<file path="src/rtl/par_frame_pkg.sv">
// Shared types for the parity-framed serial transmitter: tracker and FSM encodings,
// the preamble pattern and the trailer-select helper.
package par_frame_pkg;

  // First letter: zero-count parity, second letter: one-count parity (same as the detector).
  typedef enum logic [1:0] {
    TRK_EE = 2'd0,
    TRK_OE = 2'd1,
    TRK_EO = 2'd2,
    TRK_OO = 2'd3
  } trk_t;

  typedef enum logic [2:0] {
    S_IDLE = 3'd0,
    S_PRE  = 3'd1,
    S_DATA = 3'd2,
    S_TRL0 = 3'd3,
    S_TRL1 = 3'd4
  } state_t;

  localparam logic [1:0] PREAMBLE = 2'b11;

  function automatic trk_t trk_step(input trk_t t, input logic b);
    logic [1:0] v;
    v = t;
    if (b) v[1] = ~v[1];
    else   v[0] = ~v[0];
    return trk_t'(v);
  endfunction

  // Tracker value after TRL0 is OE or EO; pick the bit that lands in OO.
  function automatic logic trl_sel(input trk_t t);
    return (t == TRK_OE);
  endfunction

endpackage

</file>
<file path="src/rtl/par_tracker.sv">
// Two-bit zero/one parity tracker; clear has priority over a counted bit.
module par_tracker
  import par_frame_pkg::*;
(
  input  logic clk,
  input  logic reset_n,
  input  logic clear,
  input  logic en,
  input  logic bit_in,
  output trk_t trk,
  output trk_t trk_next
);

  always_comb begin
    trk_next = trk;
    if (clear)   trk_next = TRK_EE;
    else if (en) trk_next = trk_step(trk, bit_in);
  end

  always_ff @(posedge clk or negedge reset_n) begin
    if (!reset_n) trk <= TRK_EE;
    else          trk <= trk_next;
  end

endmodule

</file>
<file path="src/rtl/par_frame_tx.sv">
// Parity-framed serial transmitter: parallel word in over valid/ready, MSB-first bits out
// plus two trailer bits. Optional two-bit preamble under `PAR_FRAME_TX_PREAMBLE_EN.
module par_frame_tx
  import par_frame_pkg::*;
#(
  parameter int DATA_W = 8
)
(
  input  logic              clk,
  input  logic              reset_n,
  input  logic [DATA_W-1:0] din,
  input  logic              din_valid,
  output logic              din_ready,
  output logic              dout,
  output logic              dout_valid,
  output logic              busy,
  output logic              frame_done,
  output state_t            state_dbg
);

  localparam int CNT_W = $clog2(DATA_W + 1);

  if ((DATA_W % 2) != 0 || DATA_W < 2) begin : g_bad_width
    $error("par_frame_tx: DATA_W must be even and at least 2");
  end

  state_t              state, state_d;
  logic [DATA_W-1:0]   shift, shift_d;
  logic [CNT_W-1:0]    cnt, cnt_d;
  logic                dout_d, dout_valid_d, frame_done_d, busy_d;
  logic                accept;
  trk_t                trk_q, trk_next;

  // Handshake: a word transfers on a rising edge where din_valid && din_ready;
  // din_ready is high only in IDLE, so din is never sampled mid-frame.
  assign din_ready = (state == S_IDLE);
  assign accept    = din_ready && din_valid;
  assign state_dbg = state;

  // Tracker follows the registered output stream, so it counts bits as they are shown.
  par_tracker u_tracker (
    .clk      (clk),
    .reset_n  (reset_n),
    .clear    (accept),
    .en       (dout_valid),
    .bit_in   (dout),
    .trk      (trk_q),
    .trk_next (trk_next)
  );

  always_comb begin
    state_d      = state;
    shift_d      = shift;
    cnt_d        = cnt;
    dout_d       = 1'b0;
    dout_valid_d = 1'b0;
    frame_done_d = 1'b0;
    case (state)
      S_IDLE: begin
        if (din_valid) begin
          dout_valid_d = 1'b1;
`ifdef PAR_FRAME_TX_PREAMBLE_EN
          state_d = S_PRE;
          dout_d  = PREAMBLE[1];
          shift_d = din;
          cnt_d   = '0;
`else
          state_d = S_DATA;
          dout_d  = din[DATA_W-1];
          shift_d = din << 1;
          cnt_d   = CNT_W'(1);
`endif
        end
      end
`ifdef PAR_FRAME_TX_PREAMBLE_EN
      // cnt doubles as the preamble position before the payload starts.
      S_PRE: begin
        dout_valid_d = 1'b1;
        if (cnt == '0) begin
          dout_d = PREAMBLE[0];
          cnt_d  = CNT_W'(1);
        end else begin
          state_d = S_DATA;
          dout_d  = shift[DATA_W-1];
          shift_d = shift << 1;
          cnt_d   = CNT_W'(1);
        end
      end
`endif
      S_DATA: begin
        dout_valid_d = 1'b1;
        if (cnt == CNT_W'(DATA_W)) begin
          state_d = S_TRL0;
          dout_d  = 1'b0;
        end else begin
          dout_d  = shift[DATA_W-1];
          shift_d = shift << 1;
          cnt_d   = cnt + CNT_W'(1);
        end
      end
      S_TRL0: begin
        state_d      = S_TRL1;
        dout_d       = trl_sel(trk_next);
        dout_valid_d = 1'b1;
        frame_done_d = 1'b1;
      end
      S_TRL1: begin
        state_d = S_IDLE;
      end
      default: begin
        state_d = S_IDLE;
      end
    endcase
    busy_d = (state_d != S_IDLE);
  end

  always_ff @(posedge clk or negedge reset_n) begin
    if (!reset_n) begin
      state      <= S_IDLE;
      shift      <= '0;
      cnt        <= '0;
      dout       <= 1'b0;
      dout_valid <= 1'b0;
      frame_done <= 1'b0;
      busy       <= 1'b0;
    end else begin
      state      <= state_d;
      shift      <= shift_d;
      cnt        <= cnt_d;
      dout       <= dout_d;
      dout_valid <= dout_valid_d;
      frame_done <= frame_done_d;
      busy       <= busy_d;
    end
  end

  // Every completed frame must leave the tracker in OO; between frames only EE/OO are legal.
  always @(posedge clk) begin
    if (reset_n && state == S_TRL1) assert (trk_next == TRK_OO);
    if (reset_n && state == S_IDLE) assert (trk_q == TRK_EE || trk_q == TRK_OO);
  end

endmodule

</file>
<file path="config.mk">
export PLATFORM = sky130hd
export DESIGN_NAME = par_frame_tx
export DESIGN_NICKNAME = d
export VERILOG_FILES = /design/src/rtl/par_frame_pkg.sv /design/src/rtl/par_tracker.sv /design/src/rtl/par_frame_tx.sv
export SDC_FILE = /design/constraint.sdc
export NUM_CORES = 1
export LEC_CHECK = 0
export CELL_PAD_IN_SITES_DETAIL_PLACEMENT = 0
export CELL_PAD_IN_SITES_GLOBAL_PLACEMENT = 1
export CORE_AREA = 2 2 49 51
export CTS_BUF_LIST = sky130_fd_sc_hd__clkbuf_2 sky130_fd_sc_hd__clkbuf_4 sky130_fd_sc_hd__clkbuf_8
export DETAILED_ROUTE_END_ITERATION = 10
export DIE_AREA = 0 0 51 53
export PLACE_DENSITY_LB_ADDON = 0.15
export SLEW_MARGIN = 30
export SYNTH_ARGS = -nofsm -noshare
export SYNTH_HDL_FRONTEND = slang
export SYNTH_HIERARCHICAL = 1
export SYNTH_SLANG_ARGS = --single-unit
</file>
<file path="constraint.sdc">
create_clock -name clk -period 3.9 [get_ports clk]
set_input_delay 0.585 -clock clk [delete_from_list [all_inputs] [get_ports clk]]
set_output_delay 0.585 -clock clk [all_outputs]
set_load 0.005 [all_outputs]
</file>
==> summary.txt <==
Status
  – Status: completed

Route
  – DRT iter0 DRCs: 5
  – Post-Route WL: 1510 microns
  – Routed vias/inst: 5.15
  – 1st-pass router iterations: 2
  – Met2 WL: 730 microns
  – M1 wire length: between 600 and 700 microns
  – Top layer in use: met4
  – Met3 wire len: 90 microns
  – ANT nets after route: 0
  – # DRC: 0
  – Vias: 628
  – Avg WL per Cell: 12.4 microns

Die
  – Starting Density: between 40% and 50%
  – Row cnt: 17
  – Die height: 53 microns
  – Io pins: 19
  – Die Wd: 51 microns
  – Die ar.: 0.00270 sq mm
  – Core Area: 0.00215 sq mm

Clock tree
  – Sink Count: 20
  – Clock-pin transition on the worst setup and hold timing paths: 0.11 ns
  – CTS tree: built
  – CTS Buf Count: 3
  – Clock Tree Buf Depth: 2
  – Skew-Pair Late Insertion Delay: 0.29 ns
  – CTS Root Cell: clkbuf_4
  – CTS Hold Bufs: 0
  – Setup Buffers After CTS: 0
  – CTS resizes: 0
  – Htree depth: 1

Final layout
  – Final Instance Area: 0.00117 sq mm
  – Area grow syn2layout: 23.6%
  – Core Util, Final: 54.7%
  – Final nets: approximately 110
  – Diode count: 0
  – Layout cells sized above 1: between 10% and 20%
  – Fill count: about 210

Global routing
  – Number of global-route vias before repair: 575
  – Antenna violations before repair: 0
  – GRT overflow: 0
  – Pin count of the biggest net entering global routing: 21
  – First-pass GRT wire length: 2620 microns
  – GRT Total Usage: about 14%

Place
  – PortBufs: 18
  – Placed Area: 0.00114 sq mm
  – Dpl hpwl: 1150 microns
  – Routability Congestion: 0.719

Yosys
  – Synthesized area: 951 sq um
  – Number of flops mapped to enable cells by yosys: 0
  – Mean area per synthesized cell: 12.9 sq um
  – Distinct cell type count after synthesis: 26
  – Top cell type's share of synthesized area: 52.6%
  – Predominant post-synthesis flop cell: dfrtp_1
  – Synth area leaders: dfrtp_1, mux2_2, mux2_1
  – Syn Nets: 87
  – Cells after Synth: 74
  – FF+latch count, synth: 20
  – Synth area leader: dfrtp_1
  – Sequential share of the synthesized area: 52.6%
  – Async S/R FF share, synth: 100%
  – Most common cell in the netlist: dfrtp_1
  – Synth top cells by count: dfrtp_1, mux2_2, nor2_1
  – Warnings from Yosys: 6

Critical path
  – Type of the worst setup path: in -> reg
  – CP cell instances: clkdlybuf4s50_1, nor4b_4, and2b_1, mux2_2, nor4b_1, a221o_1
  – Crit path largest cell delay: 0.50 ns
  – Worst Path Arrival: 2.42 ns
  – CP max FO: 6
  – Crit end category: flip-flop
  – CP required: 4.09 ns
  – Startpoint types: input port
  – Slowest cell on crit path: clkdlybuf4s50_1

STA
  – Final TNS setup: 0 ns
  – Crit share post-route: between 50% and 60%
  – Fin. Hold Viols: 0
  – RSZ-0062 raised after global routing: no
  – Final Slew Violations: 0
  – # setup viols final: 0
  – Slew headroom: between 40% and 50%
  – Fmax: 448 MHz
  – Clock Skews: 0.00875 ns
  – Period minus WS final: around 2.2 ns
  – Slew @ Worst Pin: 0.758 ns

Power
  – Leak: just over 0.5 nW
  – Power Density: 737 mW/mm^2
  – Worst VDD drop: 0.345 mV

Run
  – Max cap viols: 0

Hold path
  – Worst Hold Class: in -> async
## power by group
group | total [mW] | internal (mW) | switching [mW]
clock network | 0.117 | 0.0568 | 0.0599
registers | 0.360 | 0.293 | 0.0664
logic | 0.389 | 0.234 | 0.156
total | 0.866 | 0.584 | 0.282
## routing by layer
metal / GRT usage [%] / up-vias
met1: 17.3 / 305
li1: - / 303
met5: 0 / -
met2: 21.0 / 18
met3: 2.82 / 2
met4: 8.11 / 0
## state kept, by name, summed over array words and instances (netlist names)
signal and count:
state_dbg 3, busy 1, frame_done 1, dout 1, shift 7, u_tracker/trk 2, cnt 4, dout_valid 1
## worst max-delay path: cells and delay by family
kind / cells / cell delay [ns]
buf+inv: 1 / 0.50
compound gates: 1 / 0.28
simple gates: 3 / 0.81
mux: 1 / 0.26
## final timing paths
path                                   startpoint                   end  cells after the start  slack (ns)
max                                     din_valid        dout$_DFF_PN0_                      6        1.67
min                                       reset_n    cnt[3]$_DFFE_PN0P_                      1        0.22
max reg2reg                state_dbg[2]$_DFF_PN0_        dout$_DFF_PN0_                      5        1.82
min reg2reg                  shift[1]$_DFFE_PN0P_  shift[1]$_DFFE_PN0P_                      1        0.51
max in group asynchronous                 reset_n  shift[4]$_DFFE_PN0P_                      1        3.36
min in group clk             shift[1]$_DFFE_PN0P_  shift[1]$_DFFE_PN0P_                      1        0.51
## per-stage QoR
step / std cells / setup WS, ns / hold WS (ns) / power [mW]
final: 122 / 1.67 / 0.216 / 0.866
after CTS: 122 / 1.66 / 0.515 / 0.881
after global routing: 122 / 1.57 / 0.219 / 0.945
after floorplan: 74 / 1.99 / 0.289 / 0.653
after global placement: 118 / 1.42 / 0.489 / 0.752
after detailed placement: 118 / 1.34 / 0.484 / 0.764
## placed cells by master, fill, tap and decap left out, types with 2 or more instances in the layout
master	instances
nor2b_1	2
a22o_1	3
nor2_1	7
dfrtp_1	20
inv_1	4
mux2_1	6
nand3_1	2
clkbuf_4	3
nor3_1	2
clkdlybuf4s50_1	17
nand3b_1	2
mux2_2	7
ha_1	2
a21oi_1	2
## logic make-up after synthesis
group | after synthesis | share of synthesized area [%]
AND/OR/NAND/NOR | 21 | 14.3
flip-flops | 20 | 52.6
multiplexers | 14 | 16.4
AO/OA/AOI/OAI | 10 | 9.08
buffers and inverters | 6 | 3.95
adder cells (fa/ha/maj) | 2 | 2.63
XOR/XNOR | 1 | 0.921
## area by class of cell
type | count | area, sq um | area share [%]
sequential | 20 | 500 | 42.6
inverter | 4 | 15.0 | 1.28
multi-input combinational | 48 | 413 | 35.1
clock buffer | 4 | 36.3 | 3.09
timing repair buffer | 18 | 175 | 14.9
tap | 28 | 35.0 | 2.98
No activity file was read; power rests on OpenSTA's default activity.
